$ cat src/rtl/universal_register.sv
// ============================================================================
// universal_register
//   General-purpose datapath register: hold, load, clear, shift, rotate and
//   count, with a registered carry/borrow/shift-out flag and a zero flag.
//   Revision: 1.0
// ============================================================================
`default_nettype none

module universal_register #(
  parameter int               WIDTH    = 8,
  parameter logic [WIDTH-1:0] RST_VAL  = '0,
  parameter bit               SATURATE = 1'b0
) (
  input  logic             clk,
  input  logic             rst,
  input  logic             en,
  input  logic [2:0]       op,
  input  logic [WIDTH-1:0] in,
  input  logic             sin,
  output logic [WIDTH-1:0] out,
  output logic             co,
  output logic             zero
);

  localparam logic [2:0] OP_HOLD  = 3'b000;
  localparam logic [2:0] OP_LOAD  = 3'b001;
  localparam logic [2:0] OP_CLEAR = 3'b010;
  localparam logic [2:0] OP_SHL   = 3'b011;
  localparam logic [2:0] OP_SHR   = 3'b100;
  localparam logic [2:0] OP_INC   = 3'b101;
  localparam logic [2:0] OP_DEC   = 3'b110;
  localparam logic [2:0] OP_ROL   = 3'b111;

  localparam logic [WIDTH:0] C_ONE = {{WIDTH{1'b0}}, 1'b1};

  logic [WIDTH:0]   sum;
  logic [WIDTH:0]   diff;
  logic [WIDTH-1:0] out_nxt;
  logic             co_nxt;

  // Bit WIDTH of sum is the carry out; bit WIDTH of diff is the borrow.
  assign sum  = {1'b0, out} + C_ONE;
  assign diff = {1'b0, out} - C_ONE;

  always_comb begin
    out_nxt = out;
    co_nxt  = co;
    case (op)
      OP_HOLD: begin
        out_nxt = out;
        co_nxt  = co;
      end
      OP_LOAD: begin
        out_nxt = in;
        co_nxt  = 1'b0;
      end
      OP_CLEAR: begin
        out_nxt = '0;
        co_nxt  = 1'b0;
      end
      OP_SHL: begin
        out_nxt = {out[WIDTH-2:0], sin};
        co_nxt  = out[WIDTH-1];
      end
      OP_SHR: begin
        out_nxt = {sin, out[WIDTH-1:1]};
        co_nxt  = out[0];
      end
      OP_INC: begin
        if (SATURATE && sum[WIDTH]) begin
          out_nxt = out;
          co_nxt  = 1'b1;
        end else begin
          out_nxt = sum[WIDTH-1:0];
          co_nxt  = sum[WIDTH];
        end
      end
      OP_DEC: begin
        if (SATURATE && diff[WIDTH]) begin
          out_nxt = out;
          co_nxt  = 1'b1;
        end else begin
          out_nxt = diff[WIDTH-1:0];
          co_nxt  = diff[WIDTH];
        end
      end
      OP_ROL: begin
        out_nxt = {out[WIDTH-2:0], out[WIDTH-1]};
        co_nxt  = out[WIDTH-1];
      end
      default: begin
        out_nxt = out;
        co_nxt  = co;
      end
    endcase
  end

  always_ff @(posedge clk or negedge rst) begin
    if (!rst) begin
      out <= RST_VAL;
      co  <= 1'b0;
    end else if (en) begin
      out <= out_nxt;
      co  <= co_nxt;
    end
  end

  assign zero = (out == '0);

endmodule

`default_nettype wire

$ cat config.mk
export PLATFORM = sky130hd
export DESIGN_NAME = universal_register
export DESIGN_NICKNAME = d
export VERILOG_FILES = /design/src/rtl/universal_register.sv
export SDC_FILE = /design/constraint.sdc
export NUM_CORES = 1
export LEC_CHECK = 0
export ABC_AREA = 0
export CELL_PAD_IN_SITES_DETAIL_PLACEMENT = 2
export CELL_PAD_IN_SITES_GLOBAL_PLACEMENT = 2
export CORE_ASPECT_RATIO = 1.5
export CORE_MARGIN = 5
export CORE_UTILIZATION = 28
export CTS_CLUSTER_DIAMETER = 200
export DETAILED_ROUTE_END_ITERATION = 8
export GPL_TIMING_DRIVEN = 0
export PLACE_DENSITY_LB_ADDON = 0.1
export REMOVE_ABC_BUFFERS = 1
export SETUP_SLACK_MARGIN = 0.2
export SYNTH_ARGS = -nofsm -noshare
export SYNTH_HDL_FRONTEND = slang
export SYNTH_SLANG_ARGS = --single-unit
$ cat constraint.sdc
create_clock -name clk -period 2.1 [get_ports clk]
set_clock_uncertainty 0.1 [all_clocks]
set_input_delay 0.525 -clock clk [delete_from_list [all_inputs] [get_ports clk]]
set_output_delay 0.525 -clock clk [all_outputs]
set_load 0.02 [all_outputs]
==> run_results.csv, run 1 <==
group,metric,value,unit
run_status,status,"finished, violations left",
run_status,violations,"negative setup slack",
layout,area_growth,44.8,%
placed_design,routabilityCongestion,0.754,
global_route,grt_max_degree,27,
yosys,synth_seq_area_share,21.4,%
power_and_ir_drop,p_clk_share,23.3,%
yosys,synth_cell_types,43,
floorplan,ioPinCount,25,
power_and_ir_drop,combPwrFrac,48.6,%
yosys,avgSynthCellArea,7.74,um2
clock_network,clkTransAtPathRegs,0.05,ns
setup_path,crit_slowest_cell,"dfrtp_2",
placed_design,placed_cells,190,
layout,drive_gt1_share,30.2,%
clock_network,insertion_delay,0.24,ns
clock_network,clockBufferDepth,2,
setup_path,cp_max_fo,3,
placed_design,hpwl,2.69,mm
routing,num_vias,1235,
run,cap_violations,0,
timing,period_share,103,%
layout,layout.area.seq,231,um2
setup_path,max_stage_delay,0.42,ns
global_route,grt_pass1_vias,1363,
routing,drt-wirelength-per-cell,20.6,um
timing,slew_headroom,60.7,%
power_and_ir_drop,ir_drop,0.224,mV
setup_path,end_kind,"output port",
yosys,synth_edf_count,0,
floorplan,die_x,60.1,um
yosys,yosysMostFrequentCell,"nand2_1",
setup_path,crit_family,"simple AND/OR/NAND/NOR gates",
global_route,use_met3,2.44,%
setup_path,critPathLaunchType,"register",
yosys,yosysTopAreaCellShare,21.4,%
global_route,met1_usage,20.3,%
routing,viasPerCell,5.74,
clock_network,cts_buffers,3,
routing,drt-initial-drc-count,37,
timing,finalHoldViolCount,0,
yosys,yosys_register_bits,9,
power_and_ir_drop,power.switching,402,uW
yosys,synth_top_area_cell,"dfrtp_1",
yosys,yosys-top-cells-count,"nand2_1 (16), dfrtp_1 (9), nand3_1 (9)",
setup_path,cp_cell_sequence,"inv_2 > ha_4 > nor3b_4 > nand2_2 > nor3_4 > buf_6",
timing,worstMarginPinSlew,0.587,ns
global_route,gr-total-overflow,0,
routing,route.detailed.drc,0,
floorplan,die-area,5110,um2
setup_path,arrival,1.54,ns
yosys,synthCells,136,
timing,fmax,462,MHz
floorplan,num_rows,27,
timing,period_minus_slack,2.17,ns
yosys,syn_area,1050,um2
clock_network,cts_max_level,1,
floorplan,coreArea,3650,um2
routing,drt_wl_total,4.44,mm
global_route,grt_pass1_wl,7.00,mm
routing,ant_nets,0,
placed_design,port_buffers,24,
routing,dr.pass1.iters,4,
setup_path,path_class,"register to output port",
layout,n_antenna_cell,0,
global_route,antenna_found_initial,0,
layout,final_cell_area,1520,um2
yosys,async_flop_share,100,%
layout,nFillCells,409,
power_and_ir_drop,leakage,0.628,nW
placed_design,place_area,1250,um2
power_and_ir_drop,p_int,560,uW
yosys,yosys_most_used_dff,"dfrtp_1",
power_and_ir_drop,p_per_area,632,nW/um2
floorplan,start_util,28.8,%
yosys,yosysWarnings,0,
power_and_ir_drop,p_seq_share,28.1,%
yosys,synth_area_leaders,"dfrtp_1 (21%), nand2_1 (5.7%), xnor2_1 (5.0%)",
floorplan,fp.dieH,85.1,um
timing,rsz0062_at_grt,"yes",
clock_network,cts_root_buf,"clkbuf_8",
layout,fin_nets,190,
global_route,grt_use_total,18.1,%
timing,setup_violations,2,
timing,fin_ws,-0.0654,ns
global_route,grt.busiest_layer,"met2",
clock_network,tritoncts,"yes",
power_and_ir_drop,sw_frac_of_total,41.8,%
setup_path,crit_buf_inv,2,
min_path,min_path_type,"register to register",
clock_network,numClockSinks,9,
global_route,met2_usage,33.1,%
timing,maxSlewViolCount,0,
layout,multi_input_area,753,um2
layout,stdcell_count,215,
setup_path,critPathRequiredTime,1.47,ns
==> routing by layer <==
metal	vias to the layer above	part of all wire [%]	routed length, um
li1	571	-	-
met1	629	42	1880
met2	26	53	2350
met3	9	2.9	127
met4	0	1.9	84
met5	-	0	0
==> cell families after synthesis <==
| group | Yosys count | synth area share [%] |
|---|---|---|
| XOR/XNOR | 6 | 4.99 |
| AND/OR/NAND/NOR | 56 | 28.9 |
| adder cells (fa/ha/maj) | 2 | 2.38 |
| multiplexers | 1 | 0.951 |
| flip-flops | 9 | 21.4 |
| AO/OA/AOI/OAI | 42 | 29.8 |
| buffers and inverters | 20 | 11.5 |
==> path summary, 6_finish.rpt <==
| check | startpoint | endpoint | slack, ns | cells past startpoint |
|---|---|---|---|---|
| min reg2reg | co | co | 0.42 | 2 |
| min | co | co | 0.42 | 2 |
| max reg2reg | out[0] | co | -0.02 | 13 |
| max in group asynchronous | rst | out[4] | 0.93 | 1 |
| max | out[0] | zero | -0.07 | 6 |
| min in group asynchronous | rst | out[7] | 0.56 | 1 |
==> worst min-delay path: stages (launching register included) <==
cell and delay (ns):
dfrtp_1 0.35, nand2_1 0.06, o221ai_1 0.07
==> cell usage in the layout, fill, tap and decap left out, types with 2 or more instances in the layout <==
| cell type | count |
|---|---|
| dfrtp_2 | 5 |
| nand2b_1 | 2 |
| o32ai_1 | 2 |
| buf_6 | 8 |
| nand3_1 | 9 |
| nor3_1 | 4 |
| o31ai_1 | 2 |
| a221oi_1 | 3 |
| nor2_1 | 7 |
| a211oi_2 | 2 |
| a21oi_1 | 8 |
| nand2_1 | 14 |
| buf_4 | 14 |
| xnor2_1 | 6 |
| inv_2 | 2 |
| buf_2 | 2 |
| clkdlybuf4s50_1 | 11 |
| o221ai_1 | 2 |
| inv_1 | 5 |
| dfrtp_1 | 4 |
| o221a_2 | 2 |
| a31oi_1 | 5 |
| clkbuf_8 | 3 |
| o21ai_0 | 8 |
| nand3b_1 | 2 |
| nor2b_1 | 4 |
| dlygate4sd2_1 | 7 |
| nand2_2 | 2 |
| nand4_1 | 2 |
==> power by group through the flow <==
stage | Sequential [mW] | Clock, mW | Combinational [mW]
after global routing | 0.277 | 0.239 | 0.509
final | 0.271 | 0.224 | 0.468
after detailed placement | 0.288 | 0 | 0.364
after floorplan | 0.299 | 0 | 0.176
after CTS | 0.265 | 0.230 | 0.439
after global placement | 0.286 | 0 | 0.358
==> registers in the layout, summed over array words and instances (netlist names) <==
register  cells
co            1
out           8
==> layout make-up <==
class | instances | share of cell area (%)
inverter | 7 | 1.72
clock buffer | 4 | 2.96
timing repair buffer | 45 | 27.2
multi-input combinational | 107 | 49.4
tap | 43 | 3.53
sequential | 9 | 15.2
==> what timing repair did <==
action / CTS / global route
endpoints found under the hold margin: 0 / 0
hold buffers: 0 / 0
pin swaps: 5 / 8
gates resized for setup: 47 / 12
setup endpoints to repair: 18 / 8
setup buffers: 17 / 4
==> stage by stage <==
stage	utilization, %	setup TNS [ns]	setup WS (ns)	total power, mW	hold slack (ns)
after global routing	41.8	-0.361	-0.160	1.02	0.450
final	41.8	-0.0816	-0.0654	0.962	0.425
after floorplan	-	-0.240	-0.173	0.474	0.129
after CTS	40.4	-0.110	-0.110	0.933	0.409
after global placement	34.3	-8.15	-0.897	0.645	0.394
after detailed placement	34.3	-8.39	-0.921	0.652	0.394
Power figures use the tool's default switching activity.
==> run 2: changes to the inputs <==
- clock period: 2.1 -> 2 ns (I/O delays scaled with it)
==> run 2 against run 1 <==
  * The run still ends with negative setup slack left
  * Combinational power grew 4.5%
  * Sequential share of layout area grew 0.15 points
  * Flip-flop and latch count is the same
  * Die area is the same
  * Critical endpoint unchanged
  * Power grew 4.7%
  * Design area shrank 0.98%
  * Hold slack lost 0.0062 ns
  * Largest cell class unchanged
  * Highest routed layer unchanged
  * Sequential power grew 4%
==> run_results.csv, run 2 (synthesis results as in run 1) <==
group,metric,value,unit
run_status,status,"finished, violations left",
run_status,violations,"negative setup slack",
floorplan,die-area,5110,um2
layout,final_cell_area,1510,um2
routing,drt-wirelength-per-cell,20.7,um
placed_design,hpwl,2.69,mm
clock_network,tritoncts,"yes",
setup_path,arrival,1.54,ns
min_path,min_path_cells,2,
routing,ant_nets,0,
floorplan,start_util,28.8,%
min_path,min-delay-start,"co",
setup_path,rr_endpoint,"out[4]",
global_route,grt_pass1_wl,7.06,mm
clock_network,cts_max_level,1,
timing,setup_violations,3,
clock_network,clockBufferDepth,2,
power_and_ir_drop,sw_frac_of_total,41.7,%
timing,setup_tns,-0.208,ns
floorplan,coreArea,3650,um2
routing,dr.pass1.iters,4,
clock_network,cts_buffers,3,
placed_design,place_area,1250,um2
timing,rsz0062_at_grt,"yes",
floorplan,die_x,60.1,um
layout,area_growth,43.4,%
layout,regMostFlops,"out",
power_and_ir_drop,combPwrFrac,48.5,%
min_path,min_path_type,"register to register",
layout,fin_nets,188,
clock_network,numClockSinks,9,
timing,period_share,107,%
setup_path,reg2reg_from,"out[1]",
power_and_ir_drop,p_clk_share,23.4,%
setup_path,path_class,"register to output port",
clock_network,insertion_delay,0.24,ns
timing,period_minus_slack,2.14,ns
timing,slew_headroom,61.1,%
setup_path,crit_slowest_cell,"dfrtp_2",
min_path,whs_endpoint,"co",
timing,fin_ws,-0.137,ns
power_and_ir_drop,p_per_area,667,nW/um2
setup_path,critPathRequiredTime,1.40,ns
global_route,grt_max_degree,27,
timing,finalHoldViolCount,0,
routing,num_vias,1222,
floorplan,ioPinCount,25,
power_and_ir_drop,p_int,587,uW
placed_design,pre_cts_slack,-0.996,ns
layout,n_antenna_cell,0,
run,cap_violations,0,
clock_network,clkTransAtPathRegs,0.05,ns
layout,drive_gt1_share,28.8,%
setup_path,max_stage_delay,0.41,ns
setup_path,cp_max_fo,3,
layout,reg_top3,"out (8), co (1)",
global_route,grt_pass1_vias,1362,
global_route,gr-total-overflow,0,
placed_design,routabilityCongestion,0.754,
layout,layout_common_cells,"nand2_1 (14), buf_4 (12), clkdlybuf4s50_1 (10)",
routing,drt-initial-drc-count,16,
global_route,antenna_found_initial,0,
setup_path,rr_worst_depth,8,
routing,drt_wl_total,4.40,mm
layout,final_common_cell,"nand2_1",
timing,worstMarginPinSlew,0.582,ns
routing,viasPerCell,5.74,
timing,fmax,468,MHz
timing,maxSlewViolCount,0,
setup_path,cp_cell_sequence,"inv_2 > ha_4 > nor3b_4 > nand2_2 > nor3_4 > buf_6",
placed_design,port_buffers,24,
floorplan,fp.dieH,85.1,um
global_route,grt_use_total,18.2,%
setup_path,rrSetupSlack,-0.04,ns
setup_path,end_kind,"output port",
power_and_ir_drop,p_seq_share,28.1,%
clock_network,cts_root_buf,"clkbuf_8",
power_and_ir_drop,ir_drop,0.238,mV
setup_path,critPathLaunchType,"register",
clock_network,hold_buffers,0,
floorplan,num_rows,27,
layout,largest_reg_flops,8,
power_and_ir_drop,leakage,0.616,nW
routing,route.detailed.drc,0,
power_and_ir_drop,power.switching,421,uW
-- run 2: cell count changes in the layout (fill, tap and decap cells not counted) --
| cell | change |
|---|---|
| buf_6 | +1 |
| clkdlybuf4s50_1 | -1 |
| dlymetal6s2s_1 | -1 |
| clkdlybuf4s15_1 | +1 |
| buf_4 | -2 |
| ha_1 | +1 |
| ha_2 | -1 |
| dlygate4sd2_1 | +1 |
| clkbuf_2 | -1 |
-- run 2: critical path, delay by kind of cell, from the launching register on --
kind	cells	cell delay (ns)
AND/OR/NAND/NOR	3	0.50
adder cells (fa/ha/maj)	1	0.14
buffers and inverters	2	0.24
flip-flops	1	0.41
-- run 2: how the worst max path moves through the flow --
stage | from | to | slack, ns | cells past startpoint
3_3_place_gp | op[0] | out[6] | -0.97 | 5
3_5_place_dp | op[0] | out[0] | -1.0 | 6
6_report | out[1] | zero | -0.14 | 6
2_1_floorplan | out[0] | zero | -0.25 | 5
4_1_cts | out[1] | zero | -0.18 | 6
5_1_grt | out[1] | zero | -0.22 | 6
-- run 2: power groups by stage --
| stage | Sequential (mW) | Combinational [mW] | Clock (mW) |
|---|---|---|---|
| global placement | 0.301 | 0.376 | 0 |
| global route | 0.291 | 0.531 | 0.251 |
| finish | 0.283 | 0.489 | 0.235 |
| detailed placement | 0.302 | 0.382 | 0 |
| CTS | 0.279 | 0.459 | 0.241 |
| floorplan | 0.314 | 0.184 | 0 |
-- run 2: per-stage QoR --
stage | std cells | util (%) | power [mW] | hold slack, ns
final | 213 | 41.4 | 1.01 | 0.418
after global routing | 213 | 41.4 | 1.07 | 0.445
after CTS | 210 | 40.0 | 0.979 | 0.405
after detailed placement | 190 | 34.3 | 0.684 | 0.394
after global placement | 190 | 34.3 | 0.677 | 0.394
after floorplan | 123 | - | 0.498 | 0.104
-- run 2: layout make-up --
type	count	area, um2
Clock buffer	4	45.0
Fill cell	415	2140
Inverter	7	26.3
Multi-Input combinational cell	107	751
Sequential cell	9	231
Tap cell	43	53.8
Timing Repair Buffer	43	402
-- run 2: metal layers --
layer | global-route usage, % | wire [um] | vias to the layer above
met5 | 0 | 0 | -
met4 | 6.05 | 67 | 0
met3 | 2.44 | 145 | 7
met2 | 33.4 | 2390 | 26
met1 | 20.6 | 1800 | 619
li1 | - | - | 570
-- run 2: repair_timing --
action	in CTS	in global routing
pin swaps	5	6
setup buffers	16	3
setup endpoints to repair	19	8
gates resized for setup	51	12
cloned	0	0
==> run 3: changes to the inputs <==
- CORE_UTILIZATION: 28 -> 25
- clock period: 2 -> 1.7 ns (I/O delays scaled with it)
==> run 3 against run 2 <==
  * Highest routed layer unchanged
  * Register-to-register slack got worse by 0.27 ns
  * The flow still finishes with violations (negative setup slack)
  * Core utilization shrank 2.6 points
  * Critical endpoint unchanged
  * Clock power rose by 14%
  * Critical path depth is the same
  * Die area is 10% higher
  * Final cell count increased by 5.2%
  * Routed wire length is 2.0% higher
==> run_results.csv, run 3 (synthesis results as in run 1) <==
group,metric,value,unit
global_route,gr-total-overflow,0,
layout,final_common_cell,"buf_4",
clock_network,hold_buffers,0,
layout,layout_common_cells,"buf_4 (24), nand2_1 (14), buf_6 (10), clkdlybuf4s50_1 (10)",
power_and_ir_drop,leakage,0.652,nW
power_and_ir_drop,p_per_area,797,nW/um2
timing,period_share,120,%
clock_network,cts_root_buf,"clkbuf_8",
global_route,grt_max_degree,27,
run_status,violations,"negative setup slack",
layout,n_antenna_cell,0,
routing,dr.pass1.iters,4,
global_route,grt_pass1_vias,1343,
setup_path,cp_cell_sequence,"inv_4 > ha_4 > nor3b_4 > nand2_2 > nor3_4 > buf_6",
floorplan,ioPinCount,25,
timing,setup_violations,7,
clock_network,tritoncts,"yes",
placed_design,routabilityCongestion,0.748,
min_path,min_path_type,"register to register",
routing,ant_nets,0,
clock_network,clkTransAtPathRegs,0.05,ns
setup_path,max_stage_delay,0.43,ns
run,cap_violations,0,
floorplan,start_util,25.2,%
setup_path,reg2reg_from,"out[1]",
layout,final_cell_area,1620,um2
setup_path,arrival,1.51,ns
setup_path,crit_family,"simple AND/OR/NAND/NOR gates",
routing,viasPerCell,5.56,
setup_path,end_kind,"output port",
clock_network,cts_max_level,1,
floorplan,die_x,63.0,um
layout,area_growth,53.6,%
power_and_ir_drop,ir_drop,0.375,mV
layout,fin_nets,196,
setup_path,path_class,"register to output port",
floorplan,coreArea,4170,um2
routing,route.detailed.drc,0,
setup_path,rrSetupSlack,-0.31,ns
timing,slew_headroom,63.7,%
setup_path,cp_max_fo,3,
setup_path,rr_worst_depth,9,
run_status,status,"finished, violations left",
setup_path,crit_buf_inv,2,
layout,reg_top3,"out (8), co (1)",
placed_design,place_area,1250,um2
min_path,min_path_cells,2,
global_route,antenna_found_initial,0,
routing,drt-wirelength-per-cell,20.0,um
clock_network,insertion_delay,0.24,ns
layout,drive_gt1_share,41.6,%
layout,regMostFlops,"out",
timing,period_minus_slack,2.03,ns
routing,drt-initial-drc-count,30,
timing,setup_tns,-1.19,ns
layout,largest_reg_flops,8,
routing,drt_wl_total,4.49,mm
placed_design,hpwl,2.76,mm
setup_path,crit_slowest_cell,"dfrtp_2",
timing,worstMarginPinSlew,0.543,ns
timing,holdWs,0.393,ns
clock_network,numClockSinks,9,
timing,rsz0062_at_grt,"yes",
placed_design,port_buffers,24,
clock_network,cts_buffers,3,
timing,finalHoldViolCount,0,
setup_path,critPathLaunchType,"register",
routing,num_vias,1246,
floorplan,die-area,5630,um2
setup_path,critPathRequiredTime,1.17,ns
setup_path,rr_endpoint,"out[6]",
clock_network,clockBufferDepth,2,
min_path,whs_endpoint,"co",
timing,fin_ws,-0.333,ns
floorplan,fp.dieH,89.5,um
global_route,grt_pass1_wl,7.07,mm
power_and_ir_drop,power,1.29,mW
floorplan,num_rows,29,
timing,maxSlewViolCount,0,
global_route,grt_use_total,16.1,%
setup_path,cp.depth,6,
timing,fmax,492,MHz
min_path,min-delay-start,"co",
==> run 3: changes by cell type in the layout (fill, tap and decap cells not counted), sizes merged <==
cell	previous run	this run
buf	24	39
dlygate4sd2	8	1
clkbuf	4	5
clkdlybuf4s15	1	0
==> run 3: cell type report <==
class,instances,area [um2]
sequential,9,235
tap,46,57.6
clock buffer,4,45.0
timing repair buffer,51,447
inverter,7,28.8
multi-input combinational,107,803
fill,494,2560
==> run 3: power breakdown <==
part	switching [mW]	internal, mW
Clock	0.102	0.165
Sequential	0.0574	0.257
Combinational	0.361	0.347
Total	0.520	0.768
==> run 3: what timing repair did <==
| action | in CTS | in global routing |
|---|---|---|
| endpoints found under the setup margin | 19 | 17 |
| resized for setup | 88 | 21 |
| pin swaps | 10 | 6 |
| buffers inserted | 18 | 9 |
==> run 3: layer usage <==
layer	wire (um)	up-vias	part of all wire [%]	track usage (%)
met5	0	-	0	0
met4	84	0	1.9	5.41
met3	120	6	2.7	2.77
met2	2480	24	55	31.7
met1	1800	631	40	16.9
li1	-	585	-	-
==> run 3: how the worst max path moves through the flow <==
stage / to / slack, ns / start
floorplan: zero / -0.47 / out[0]
global placement: out[6] / -1.23 / op[0]
detailed placement: out[7] / -1.30 / op[0]
CTS: zero / -0.41 / out[0]
global route: zero / -0.43 / out[1]
finish: zero / -0.33 / out[1]
==> run 3: worst reg2reg max path, stage by stage (launching register included) <==
cell and delay (ns):
dfrtp_2 0.43, inv_4 0.08, ha_4 0.13, nor3b_4 0.22
nand2_2 0.12, buf_4 0.15, buf_4 0.12, xnor2_1 0.12
o221a_2 0.28, a211oi_2 0.18
==> run 3: stage by stage <==
stage / std cells / worst slack [ns] / util (%)
2_1_floorplan: 123 / -0.473 / -
3_3_place_gp: 193 / -1.23 / 30.1
3_5_place_dp: 193 / -1.30 / 30.1
4_1_cts: 215 / -0.405 / 36.2
5_1_grt: 224 / -0.427 / 38.7
6_report: 224 / -0.333 / 38.7
